==> config.mk <==
export PLATFORM = sky130hd
export DESIGN_NAME = dap_bit_shifter_flat
export DESIGN_NICKNAME = d
export VERILOG_FILES = /design/src/rtl/dap_bit_shifter_if.sv /design/src/rtl/dap_bit_shifter.sv /design/src/flat_wrapper.sv
export SDC_FILE = /design/constraint.sdc
export NUM_CORES = 1
export LEC_CHECK = 0
export ABC_AREA = 1
export CAP_MARGIN = 10
export CORE_ASPECT_RATIO = 1.2
export CORE_MARGIN = 3
export CORE_UTILIZATION = 58
export DETAILED_ROUTE_END_ITERATION = 6
export PLACE_DENSITY = 0.95
export SYNTH_ARGS = -nofsm -noshare
export SYNTH_HDL_FRONTEND = slang
export SYNTH_SLANG_ARGS = --single-unit
==> constraint.sdc <==
create_clock -name clk_i -period 6.5 [get_ports clk_i]
set_input_delay 1.625 -clock clk_i [delete_from_list [all_inputs] [get_ports clk_i]]
set_output_delay 1.625 -clock clk_i [all_outputs]
set_load 0.01 [all_outputs]
==> src/rtl/dap_bit_shifter_if.sv <==
// Command/response handshake between the SWD/JTAG sequencer and the bit shifter.
// The sequencer is the master; the shifter engine is the slave.
interface dap_bit_shifter_if #(
    parameter int unsigned DATA_WIDTH = 32,
    parameter int unsigned LEN_WIDTH  = 5
);
    logic                  cmd_valid;
    logic                  cmd_ready;
    logic                  cmd_dir;
    logic [LEN_WIDTH-1:0]  cmd_len;
    logic [DATA_WIDTH-1:0] cmd_wdata;
    logic                  rsp_valid;
    logic                  rsp_ready;
    logic [DATA_WIDTH-1:0] rsp_rdata;

    modport master (
        output cmd_valid, cmd_dir, cmd_len, cmd_wdata, rsp_ready,
        input  cmd_ready, rsp_valid, rsp_rdata
    );

    modport slave (
        input  cmd_valid, cmd_dir, cmd_len, cmd_wdata, rsp_ready,
        output cmd_ready, rsp_valid, rsp_rdata
    );
endinterface

==> src/rtl/dap_bit_shifter.sv <==
// Serial bit engine: shifts up to DATA_WIDTH bits LSB first, driving the pin on SCLK
// strobes for writes and sampling the synchronized pin on delayed strobes for reads.
module dap_bit_shifter #(
    parameter int unsigned DATA_WIDTH  = 32,
    parameter int unsigned LEN_WIDTH   = 5,
    parameter int unsigned SYNC_STAGES = 2
) (
    input  logic              clk_i,
    input  logic              resetn_i,
    input  logic              sclk_pulse_i,
    input  logic              sclk_delay_pulse_i,
    input  logic              abort_i,
    input  logic              dio_in_i,
    dap_bit_shifter_if.slave  bus_if,
    output logic              busy_o,
    output logic              dio_out_o,
    output logic              dio_oe_o
);

    typedef enum logic [1:0] {StIdle, StArm, StShift, StDone} state_e;

    localparam logic [LEN_WIDTH:0]   CntOne = (LEN_WIDTH+1)'(1);
    localparam logic [LEN_WIDTH-1:0] MaxLen = LEN_WIDTH'(DATA_WIDTH - 1);

    state_e                 state_q, state_d;
    logic                   dir_q, dir_d;
    logic [LEN_WIDTH-1:0]   len_q, len_d;
    logic [LEN_WIDTH:0]     cnt_q, cnt_d;
    logic [DATA_WIDTH-1:0]  sh_q, sh_d;
    logic                   out_q, out_d;
    logic                   oe_q, oe_d;
    logic [SYNC_STAGES-1:0] sync_q;
    logic                   dio_sync;
    logic [LEN_WIDTH:0]     len_ext;

    assign dio_sync = sync_q[SYNC_STAGES-1];
    assign len_ext  = {1'b0, len_q};

    // One register serves both directions: writes shift data out of bit 0,
    // reads shift samples in at the top, so both are right shifts.
    always_comb begin
        state_d = state_q;
        dir_d   = dir_q;
        len_d   = len_q;
        cnt_d   = cnt_q;
        sh_d    = sh_q;
        out_d   = out_q;
        oe_d    = oe_q;
        unique case (state_q)
            StIdle: begin
                if (bus_if.cmd_valid) begin
                    dir_d   = bus_if.cmd_dir;
                    len_d   = bus_if.cmd_len;
                    sh_d    = bus_if.cmd_wdata;
                    cnt_d   = '0;
                    state_d = StArm;
                end
            end
            StArm: begin
                if (sclk_pulse_i) begin
                    state_d = StShift;
                    if (dir_q) begin
                        oe_d  = 1'b1;
                        out_d = sh_q[0];
                        sh_d  = sh_q >> 1;
                        cnt_d = CntOne;
                    end else begin
                        oe_d = 1'b0;
                        // Zero-delay generator: the arming pulse is also sample 0.
                        if (sclk_delay_pulse_i) begin
                            sh_d  = {dio_sync, sh_q[DATA_WIDTH-1:1]};
                            cnt_d = CntOne;
                            if (len_q == '0) state_d = StDone;
                        end
                    end
                end
            end
            StShift: begin
                if (dir_q) begin
                    if (sclk_pulse_i) begin
                        // Extra pulse after the last bit holds it for a full SCLK period.
                        if (cnt_q == len_ext + CntOne) begin
                            state_d = StDone;
                        end else begin
                            out_d = sh_q[0];
                            sh_d  = sh_q >> 1;
                            cnt_d = cnt_q + CntOne;
                        end
                    end
                end else if (sclk_delay_pulse_i) begin
                    sh_d  = {dio_sync, sh_q[DATA_WIDTH-1:1]};
                    cnt_d = cnt_q + CntOne;
                    if (cnt_q == len_ext) state_d = StDone;
                end
            end
            StDone: begin
                if (bus_if.rsp_ready) state_d = StIdle;
            end
            default: state_d = StIdle;
        endcase
        if (abort_i && (state_q != StIdle)) begin
            state_d = StIdle;
            oe_d    = 1'b0;
        end
    end

    always_ff @(posedge clk_i or negedge resetn_i) begin
        if (!resetn_i) begin
            state_q <= StIdle;
            dir_q   <= 1'b0;
            len_q   <= '0;
            cnt_q   <= '0;
            sh_q    <= '0;
            out_q   <= 1'b0;
            oe_q    <= 1'b0;
            sync_q  <= '0;
        end else begin
            state_q   <= state_d;
            dir_q     <= dir_d;
            len_q     <= len_d;
            cnt_q     <= cnt_d;
            sh_q      <= sh_d;
            out_q     <= out_d;
            oe_q      <= oe_d;
            sync_q[0] <= dio_in_i;
            for (int unsigned i = 1; i < SYNC_STAGES; i++) begin
                sync_q[i] <= sync_q[i-1];
            end
        end
    end

    assign bus_if.cmd_ready = (state_q == StIdle);
    assign bus_if.rsp_valid = (state_q == StDone);
    assign bus_if.rsp_rdata = ((state_q == StDone) && !dir_q) ? (sh_q >> (MaxLen - len_q)) : '0;
    assign busy_o           = (state_q != StIdle);
    assign dio_out_o        = out_q;
    assign dio_oe_o         = oe_q;

endmodule

==> src/flat_wrapper.sv <==
// flat-port wrapper written by rule: the top's interface ports become plain ports
module dap_bit_shifter_flat 
#(
    parameter int unsigned DATA_WIDTH  = 32,
    parameter int unsigned LEN_WIDTH   = 5,
    parameter int unsigned SYNC_STAGES = 2
)
  (clk_i, resetn_i, sclk_pulse_i, sclk_delay_pulse_i, abort_i, dio_in_i, busy_o, dio_out_o, dio_oe_o, bus_if_cmd_valid, bus_if_cmd_dir, bus_if_cmd_len, bus_if_cmd_wdata, bus_if_rsp_ready, bus_if_cmd_ready, bus_if_rsp_valid, bus_if_rsp_rdata);
  dap_bit_shifter_if #(.DATA_WIDTH(DATA_WIDTH), .LEN_WIDTH(LEN_WIDTH)) bus_if_i ();
  input  logic clk_i;
  input  logic resetn_i;
  input  logic sclk_pulse_i;
  input  logic sclk_delay_pulse_i;
  input  logic abort_i;
  input  logic dio_in_i;
  output logic busy_o;
  output logic dio_out_o;
  output logic dio_oe_o;
  input wire logic [$bits(bus_if_i.cmd_valid)-1:0] bus_if_cmd_valid;
  input wire logic [$bits(bus_if_i.cmd_dir)-1:0] bus_if_cmd_dir;
  input wire logic [$bits(bus_if_i.cmd_len)-1:0] bus_if_cmd_len;
  input wire logic [$bits(bus_if_i.cmd_wdata)-1:0] bus_if_cmd_wdata;
  input wire logic [$bits(bus_if_i.rsp_ready)-1:0] bus_if_rsp_ready;
  output wire logic [$bits(bus_if_i.cmd_ready)-1:0] bus_if_cmd_ready;
  output wire logic [$bits(bus_if_i.rsp_valid)-1:0] bus_if_rsp_valid;
  output wire logic [$bits(bus_if_i.rsp_rdata)-1:0] bus_if_rsp_rdata;
  assign bus_if_i.cmd_valid = bus_if_cmd_valid;
  assign bus_if_i.cmd_dir = bus_if_cmd_dir;
  assign bus_if_i.cmd_len = bus_if_cmd_len;
  assign bus_if_i.cmd_wdata = bus_if_cmd_wdata;
  assign bus_if_i.rsp_ready = bus_if_rsp_ready;
  assign bus_if_cmd_ready = bus_if_i.cmd_ready;
  assign bus_if_rsp_valid = bus_if_i.rsp_valid;
  assign bus_if_rsp_rdata = bus_if_i.rsp_rdata;
  dap_bit_shifter #(.DATA_WIDTH(DATA_WIDTH), .LEN_WIDTH(LEN_WIDTH), .SYNC_STAGES(SYNC_STAGES)) u_core (.clk_i(clk_i), .resetn_i(resetn_i), .sclk_pulse_i(sclk_pulse_i), .sclk_delay_pulse_i(sclk_delay_pulse_i), .abort_i(abort_i), .dio_in_i(dio_in_i), .bus_if(bus_if_i), .busy_o(busy_o), .dio_out_o(dio_out_o), .dio_oe_o(dio_oe_o));
endmodule
Word-level counts from Yosys, hierarchy flattened
Index checks and enable logic that the tools add are counted.
- bits in registers: 50
- input port bits: 46
- output and inout bits: 37
- logic and storage cells: 91
- add/subtract/negate cells: 3
- eq/ne operators: 22
- shift-type cells: 1
- mux-type cells: 41
- reductions and logical operators: 16
- operators with widths (operator ; count):
    2-to-1 mux 32 bit ; 8
    case mux 32 bit (3 select lines) ; 1
    2-to-1 mux 6 bit ; 8
    >> shifter 32 x 5 -> 32 bit ; 1
    2-to-1 mux 2 bit ; 11
    case mux 6 bit (3 select lines) ; 1
    != test 3 x 2 -> 1 bit (second input constant) ; 5
    AND reduction 7 bit ; 2
    2-to-1 mux 1 bit ; 10
    != test 2 bit (second input constant) ; 4
    != test 4 bit (second input constant) ; 2
    case mux 2 bit (4 select lines) ; 1
    nonzero test 2 bit ; 4
    adder 5 x 1 -> 6 bit (second input constant) ; 1
    adder 6 x 1 -> 6 bit (second input constant) ; 1
    equality test 6 x 5 -> 1 bit ; 1
    equality test 6 bit ; 1
    != test 3 bit (second input constant) ; 2
    AND reduction 6 bit ; 1
    zero test 5 bit ; 1
    AND reduction 5 bit ; 1
    subtractor 5 bit (first input constant) ; 1
    equality test 2 bit (second input constant) ; 2
    != test 2 x 1 -> 1 bit (second input constant) ; 2
    9 further kinds ; 11

Depth between registers and ports, before layout
- word-level depth: 7
- gate-level depth with buffers: 15
- mapped depth without buffers: 13

Least setup slack after synthesis
Ideal clock, no wire load.
- path type: reg2out
- start: reg u_core.state_q[1]
- end: out bus_if_rsp_rdata[29]
- arrival time: 1736 ps
- required time: 4875 ps
- slack: 3139 ps
- cell stages (with the launch flop): 10
- path buffers: 0
- path through: dfrtp_1 ha_1 inv_1 nor2_4 inv_2 nor2_2 inv_2 nor2_1 inv_1 nor2_1
- word-level cells in the longest chain between the ends: 3
- RTL lines (item ; line ; RTL):
    start, declared ; dap_bit_shifter.sv:25 ; state_e state_q, state_d;
    start signal, assigned ; dap_bit_shifter.sv:109 ; state_q <= StIdle;
    start signal, assigned ; dap_bit_shifter.sv:118 ; state_q <= state_d;
    equality test 2 bit ; -- ;
    net bus_if_rsp_valid ; flat_wrapper.sv:25 ; output wire logic [$bits(bus_if_i.rsp_valid)-1:0] bus_if_rsp_valid;
    logical AND 1 bit ; dap_bit_shifter.sv:134 ; assign bus_if.rsp_rdata = ((state_q == StDone) && !dir_q) ? (sh_q >> (MaxLen - len_q)) : '0;
    2-to-1 mux 32 bit ; dap_bit_shifter.sv:134 ;
    end, declared ; flat_wrapper.sv:26 ; output wire logic [$bits(bus_if_i.rsp_rdata)-1:0] bus_if_rsp_rdata;
The timed path passes the listed nets, and every way through them passes these cells.

Worst setup path in the final report
- start: reg u_core.len_q[1]
- end: out bus_if_rsp_rdata[0]
- word-level cells in the longest chain between the ends: 3
- RTL lines (item ; line ; RTL):
    start, declared ; dap_bit_shifter.sv:27 ; logic [LEN_WIDTH-1:0] len_q, len_d;
    start signal, assigned ; dap_bit_shifter.sv:120 ; len_q <= len_d;
    subtractor 5 bit ; dap_bit_shifter.sv:134 ;
    >> shifter 32 x 5 -> 32 bit ; dap_bit_shifter.sv:134 ;
    2-to-1 mux 32 bit ; dap_bit_shifter.sv:134 ;
No other way between the ends.

==> flow_summary.toml <==
[clock_network]
cts_buffers = 5
path_clk_slew_ns = 0.10
clock_latency_ns = 0.31
cts_root_buffer = "clkbuf_8"
clockBufferDepth = 2
cts.sink_count = 50
cts_resized = 0
cts.hold.buffers_added = 0
htreeDepth = 2
post-cts-setup-buffers = 0
cts_tree = "done"

[yosys]
synth_xor_area_share_pct = 0.1899
synth_area_leaders = "nand2_1 (30%), dfrtp_1 (27%), nand3_1 (8.7%), nand4_1 (5.6%), o21ai_0 (4.1%)"
yosysTopAreaCellShare_pct = 29.79
synthCells = 797
synth-simple-area-share_pct = 52.22
synth.distinct_cells = 36
synthMuxAreaShare_pct = 0.2170
synth_area_um2 = 4612
syn_area_per_cell_um2 = 5.787
synth-adder-area-share_pct = 1.899
synth_top_family_by_area = "simple AND/OR/NAND/NOR gates"
async_reset_ff_share_pct = 100.0
synth-main-ff-cell = "dfrtp_1"
synth_area_leader_cell = "nand2_1"
syn_nets = 850
yosysSeqAreaShare_pct = 27.13
synth_compound_area_share_pct = 9.414
yosysWarnings = 0
synth_edf_count = 0
ys_seq_elements = 50

[worst_setup_path]
worstPathArrival_ns = 3.40
critical_path_required_ns = 4.88
crit_path_max_fanout = 35
reg2reg_depth = 12
path_class = "reg2out"
r2r_start = "u_core.len_q[1]"
critPathCaptureType = "output port"
startpoint = "u_core.len_q[1]"
cp-start-kind = "register"

[floorplan]
fp.dieW_um = 87.40
io_pins = 83
rows = 35
die-area_um2 = 9062
start_util_pct = 59.84
coreArea_um2 = 7707
die_h_um = 103.7

[finish]
diodes = 0
utilization_pct = 70.62
final_cell_mix = "nand2_1 (366), clkdlybuf4s50_1 (81), nand3_1 (80), nor2_1 (50), dfrtp_1 (50)"
layout-drive-gt1-share_pct = 4.024
stdcell_area_um2 = 5443
nets = 897
area_growth_pct = 18.01
final_common_cell = "nand2_1"

[route]
first_pass_iters = 7
drtAntennaViolNets = 0
dr.first_iter.drc_count = 430
via_per_inst = 5.766
wl_per_cell_um = 15.25
via_count = 5403
wirelength_um = 14290
drc = 2

[timing]
worst_pin_slew_ns = 1.127
timing.final.crit_share_pct = 77.31
setup_violations = 0
finalMaxSlewViolations = 0
tns_ns = 0
fin_worst_skew_ns = 0.007624
hold_viol = 0
rsz0062_at_grt = "no"
period_needed_ns = 5.025
max_freq_mhz = 199.0
slew_headroom_pct = 24.78

[global_routing]
grt_max_degree = 51
grt.total_usage_pct = 31.83
grt_pass1_wl_um = 23670
antenna_found_initial = 0
grt.overflow.total = 0
grt_pass1_vias = 4875

[pwr]
power.density_nw_per_um2 = 520.3
irDropWorstVdd_v = 0.0003818
p_leak_nw = 2.731

[status]
violations = "design-rule violations"
status = "complete, but fails checks"

[placed_design]
place_area_um2 = 5348
port-buffer-count = 82
place_hpwl_um = 10580
gp_congestion = 0.9945

[job]
drv_cap = 0

[worst_hold_path]
whs_path_depth = 0
hold_start = "u_core.sync_q[0]"
hp-class = "reg2reg"
## registers in the layout, summed over array words and instances, names as in the netlist
name / count
u_core.sh_q: 32
u_core.cnt_q: 6
u_core.len_q: 5
u_core.state_q: 2
u_core.sync_q: 2
u_core.dio_oe_o: 1
u_core.dio_out_o: 1
u_core.dir_q: 1
## worst paths after layout
kind / endpoint / slack [ns]
max reg2reg: u_core.sh_q[28] / 2.44
max: bus_if_rsp_rdata[0] / 1.47
min: u_core.sync_q[1] / 0.37
min in group asynchronous: u_core.len_q[2] / 1.40
min reg2reg: u_core.sync_q[1] / 0.37
max in group asynchronous: u_core.sh_q[20] / 4.65
## metrics by stage
step	cells	power, W	setup slack [ns]	hold WS (ns)
2_1_floorplan	797	0.002118	3.139	0.3312
3_3_place_gp	929	0.002539	1.920	0.3449
3_5_place_dp	929	0.002585	1.857	0.3380
4_1_cts	937	0.002794	1.517	0.3692
5_1_grt	937	0.003132	1.197	0.3771
6_report	937	0.002832	1.475	0.3656
## final cells by class
type | count | area [um2]
multi-input cells | 652 | 2949
fillers | 663 | 2265
flip-flops and latches | 50 | 1251
repair buffers | 86 | 845.8
inverters | 49 | 186.4
well taps | 92 | 115.1
clock buffers | 6 | 82.58
clock inverters | 2 | 12.51
## where the power goes
group | switching, W | total, W | internal [W]
Sequential | 0.000209 | 0.000650 | 0.000441
Clock | 0.000112 | 0.000198 | 0.0000859
Combinational | 0.00133 | 0.00198 | 0.000659
## synth_stat cells, drive strengths merged, types with 2 or more instances
master / instances
o211ai: 5
buf: 22
o21a: 2
dfrtp: 50
inv: 48
o21ai: 50
a31oi: 4
nor3: 5
o22ai: 2
or2: 8
nand4: 42
nand3: 82
nand2: 366
a21oi: 16
nor2: 54
and2: 5
ha: 7
clkbuf: 24
## layer usage
metal  up-vias  global-route usage, %  part of all wire, %
li1       2676                      -                    -
met1      2411                  46.71                   44
met2       287                  48.33                   46
met3        29                  2.944                  7.2
met4         0                  11.51                  2.7
met5         -                      0                    0
## worst max-delay path: stages, from the launching register on
cell	delay, ns
dfrtp_1	1.05
inv_2	0.52
nand3_1	0.25
nand2_1	0.11
o21ai_0	0.23
o21ai_0	0.18
o21ai_1	0.18
clkdlybuf4s50_1	0.55
## cell families after synthesis
| family | count (synthesis) |
|---|---|
| simple gates | 563 |
| buf+inv | 95 |
| compound gates | 80 |
| flops | 50 |
| fa+ha+maj | 7 |
| xor+xnor | 1 |
| mux | 1 |
Note: power is estimated with default switching activity, not from simulation.
